==> src/rtl/sync_mr_alloc.sv <==
// sync_mr_alloc: round-robin N-client / M-resource allocator with registered match matrix
module sync_mr_alloc #(
    parameter int N = 4,
    parameter int M = 4
) (
    input  logic           clk,
    input  logic           rst,
    input  logic [N-1:0]   c_req,
    output logic [N-1:0]   c_ack,
    input  logic [M-1:0]   r_req,
    output logic [M-1:0]   r_ack,
    output logic [M*N-1:0] cfg,
    output logic           err
);
    localparam int CW = $clog2(N);
    localparam int RW = $clog2(M);
    logic [M-1:0][N-1:0] cfg_q, cfg_n;
    logic [CW-1:0] cptr, cj, ck;
    logic [RW-1:0] rptr, ri, rk;
    logic cfound, rfound;
    logic [N-1:0] c_elig, rel, ca_n;
    logic [M-1:0] r_elig, ra_n;
    assign cfg = cfg_q;
    // Releasing pairs still hold their acks this cycle, so they can never be re-matched on the release edge
    always_comb begin
        c_elig = c_req & ~c_ack;
        r_elig = r_req & ~r_ack;
        rel = c_ack & ~c_req;
        cfound = 1'b0;
        cj = '0;
        ck = '0;
        for (int k = 0; k < N; k++) begin
            ck = CW'((int'(cptr) + k) % N);
            if (!cfound && c_elig[ck]) begin
                cfound = 1'b1;
                cj = ck;
            end
        end
        rfound = 1'b0;
        ri = '0;
        rk = '0;
        for (int k = 0; k < M; k++) begin
            rk = RW'((int'(rptr) + k) % M);
            if (!rfound && r_elig[rk]) begin
                rfound = 1'b1;
                ri = rk;
            end
        end
        for (int i = 0; i < M; i++) cfg_n[i] = cfg_q[i] & ~rel;
        if (cfound && rfound) cfg_n[ri][cj] = 1'b1;
        ca_n = '0;
        ra_n = '0;
        for (int i = 0; i < M; i++) begin
            ca_n = ca_n | cfg_n[i];
            ra_n[i] = |cfg_n[i];
        end
    end
    always_ff @(posedge clk) begin
        if (rst) begin
            cfg_q <= '0;
            c_ack <= '0;
            r_ack <= '0;
            err   <= 1'b0;
            cptr  <= '0;
            rptr  <= '0;
        end else begin
            cfg_q <= cfg_n;
            c_ack <= ca_n;
            r_ack <= ra_n;
            err   <= err | (|(r_ack & ~r_req));
            if (cfound && rfound) begin
                cptr <= (cj == CW'(N - 1)) ? '0 : cj + 1'b1;
                rptr <= (ri == RW'(M - 1)) ? '0 : ri + 1'b1;
            end
        end
    end
endmodule

==> config.mk <==
export PLATFORM = sky130hd
export DESIGN_NAME = sync_mr_alloc
export DESIGN_NICKNAME = d
export VERILOG_FILES = /design/src/rtl/sync_mr_alloc.sv
export SDC_FILE = /design/constraint.sdc
export NUM_CORES = 1
export LEC_CHECK = 0
export ABC_AREA = 1
export CAP_MARGIN = 0
export CORE_AREA = 2 2 64 111
export CTS_CLUSTER_SIZE = 12
export DETAILED_ROUTE_END_ITERATION = 8
export DIE_AREA = 0 0 66 113
export GPL_TIMING_DRIVEN = 0
export SYNTH_ARGS = -nofsm -noshare
export SYNTH_HDL_FRONTEND = slang
export SYNTH_SLANG_ARGS = --single-unit
==> constraint.sdc <==
create_clock -name clk -period 6.7 [get_ports clk]
set_input_delay 0.67 -clock clk [delete_from_list [all_inputs] [get_ports clk]]
set_output_delay 0.67 -clock clk [all_outputs]
set_load 0.05 [all_outputs]
==> metrics.md <==
| Metric | Value |
|---|---|
| Outcome | complete, no violations |
| Tot GR Track Use | between 15 and 20% |
| Synth area leader | dfxtp_1 |
| Cells after synthesis | 285 |
| Critical path arrival | 3.34 ns |
| Clk_lat worst skew | around 0.27 ns |
| Fillers | slightly above 700 |
| Final Hold Viols | 0 |
| Crit path max fanout | 4 |
| Final Slew Violations | 0 |
| Tightest Pin Transition | 0.506 ns |
| Syn avg cell area | around 7.0 µm² |
| Synth cell count leaders | nand2_1 (74), dfxtp_1 (29), nand3_1 (28) |
| Critical path startpoint category | input port |
| Number of I/O pins | 35 |
| Initial antenna violation count | 0 |
| Global-route wire length before repair | 8.81 mm |
| Worst path slowest cell | clkdlybuf4s50_1 |
| Synth warn | 0 |
| Distinct cells, synth | 26 |
| Count leader, synth | nand2_1 |
| Clk slew on worst S/H paths | 0.05 ns |
| Crit-path most repeated cell | nand2_1 |
| Final RePlAce weighted congestion | roughly 0.91 |
| Die X | 66 µm |
| CP cell instances | clkdlybuf4s50_1 > nand3_1 > nand3_1 > nand2_1 > inv_1 > nor3_2 > nor2_1 > nand2_1 > nand2_1 > a21oi_1 > inv_1 > ha_1 > nand2_1 > nand3b_1 > nand2_1 > nor2_1 > a21oi_1 |
| Rel. slew slack | between 60 and 70% |
| Fin cells | just over 400 |
| Die area | between 7000 and 8000 µm² |
| Period Utilization, post-route | 47.8% |
| Ys async rst share | 0% |
| Vias post-DR | about 2000 |
| Setup violators final | 0 |
| Hold WC Path Type | flip-flop to flip-flop |
| Final setup TNS | 0 ns |
| Routed WL per cell | roughly 13 µm |
| Max-Cap Viols | 0 |
| Area contributors post-synth | dfxtp_1 (29%), nand2_1 (14%), nand3_1 (7.1%), ha_1 (6.9%), a21oi_1 (6.8%) |
| RSZ-0062 raised after global routing | false |
| Iter 0 DRT Violations | 65 |
| Highest clock rate | 312 MHz |
| DR DRC count | 0 |
| Ys flop type | dfxtp_1 |
| Port Buffers | 33 |
| CTS resizes | 0 |
| Final nets | 346 |
| Initial core utilization | between 30% and 40% |
| Grt ovf | 0 |
| Top cell type's share of synthesized area | 29.3% |
| Worst stage delay on the critical path | roughly 0.44 ns |
| Max H-tree Level | 2 |
| Post-layout minimum cycle time | around 3.2 ns |
| Post-detail-place hpwl | 4.22 mm |
| Total CTS buffers | 5 |
| Required time of the critical path | about 7 ns |
| Antenna Nets Post-Route | 0 |
| Pin count of the biggest net entering global routing | 11 |
| CP endpoint kind | flip-flop |
| Core box area | around 6500 µm² |
| Number of flops mapped to enable cells by yosys | 0 |
| Seq/Total Area, Yosys | between 20% and 30% |
| Critical path type | input port to flip-flop |
| CTS sink cnt | 29 |
| Layout cells sized above 1 | 14.5% |
| TritonCTS clock tree | done |
| Hold_buf cts | 0 |
| Vias in the first global route | slightly below 2000 |
| Clk buf depth | 2 |
| Clock root buffer | clkbuf_16 |
| Inst Count DP | 400 |
| Worst Skew | ~0.0022 ns |
| Vert. Die Dim | around 110 µm |
| ANT cells | 0 |
| Routed Wire Length | 5.19 mm |
| Vias/cell | approximately 4.8 |
| Register bit total from synthesis | 29 |
| Syn nets | between 300 and 400 |
| Postcts setup bufs | 0 |
| Mapped cell area | between 1500 and 2000 µm² |
| DR pass1 iterations | 4 |
| Layout area overhead | 29.0% |
| Row cnt | 39 |
-- per-stage QoR --
step | hold WS (ns) | util, % | cell area, µm² | setup WS [ns]
after floorplan | 0.532 | - | 1980 | 4.11
after global placement | 0.481 | 36.9 | 2420 | 3.31
after detailed placement | 0.484 | 36.9 | 2420 | 3.26
after CTS | 0.496 | 39.1 | 2560 | 3.54
after global routing | 0.517 | 39.1 | 2560 | 3.29
final | 0.488 | 39.1 | 2560 | 3.50
-- registers in the layout, summed over array words and instances, names as in the netlist --
signal  count
cfg        16
err         1
rptr        2
cptr        2
r_ack       4
c_ack       4
-- area by class of cell --
type | count | area [µm²] | share of cell area, %
inverter | 31 | 124 | 4.84
multi-input combinational | 218 | 1220 | 47.8
buffer | 7 | 56.3 | 2.20
tap | 82 | 103 | 4.01
clock buffer | 7 | 143 | 5.57
sequential | 29 | 581 | 22.7
timing repair buffer | 33 | 330 | 12.9
-- layer usage --
metal  share of wire, %  vias to the layer above  track usage [%]
met5                  0                        -                0
met4                5.9                        0             10.6
met3                2.3                       21             1.59
met2                 53                       49             27.9
met1                 39                      878             15.7
li1                   -                     1009                -
-- path summary, 6_finish.rpt --
path,depth (start not counted),from,slack [ns],endpoint
setup / recovery,17,r_req[3],3.50,r_ack[0]
hold / removal,2,err,0.49,err
setup reg to reg,19,rptr[0],3.89,r_ack[0]
hold reg to reg,2,err,0.49,err
-- layout by cell type, fill, tap and decap left out --
master and n:
nand3b_1 4, nor2_1 27, clkdlybuf4s50_1 33, clkinv_4 1, clkbuf_1 4, nor4_1 4
o21ai_0 6, a22oi_1 2, o21ai_4 1, a21oi_2 1, clkbuf_16 5, a21oi_1 27
buf_6 4, nand2_2 7, nand4_4 2, ha_1 11, nand3_1 28, clkbuf_8 1
nand2_1 74, or2_2 4, inv_1 26, nor3_1 1, nand3_2 10, inv_4 1
inv_2 3, nand3b_2 5, dfxtp_1 29, o22ai_1 2, nor3_2 2
-- logic make-up (layout without fill, tap and decap cells) --
logic type,count (synthesis),after routing,synth area share [%]
AOI/OAI and AO/OA,39,39,11.0
adders and majority gates,11,11,6.94
buffers and inverters,38,78,9.09
DFF,29,29,29.3
and+or+nand+nor,168,168,43.7
-- critical path, delay by kind of cell --
kind,cells,cell delay (ns)
buffers and inverters,3,0.66
AO/OA/AOI/OAI,2,0.43
adder cells (fa/ha/maj),1,0.28
AND/OR/NAND/NOR,11,1.31
Power is left out: the tool's default activity adds up to more than one toggle a clock period on the data nets, which glitch-free logic cannot reach.
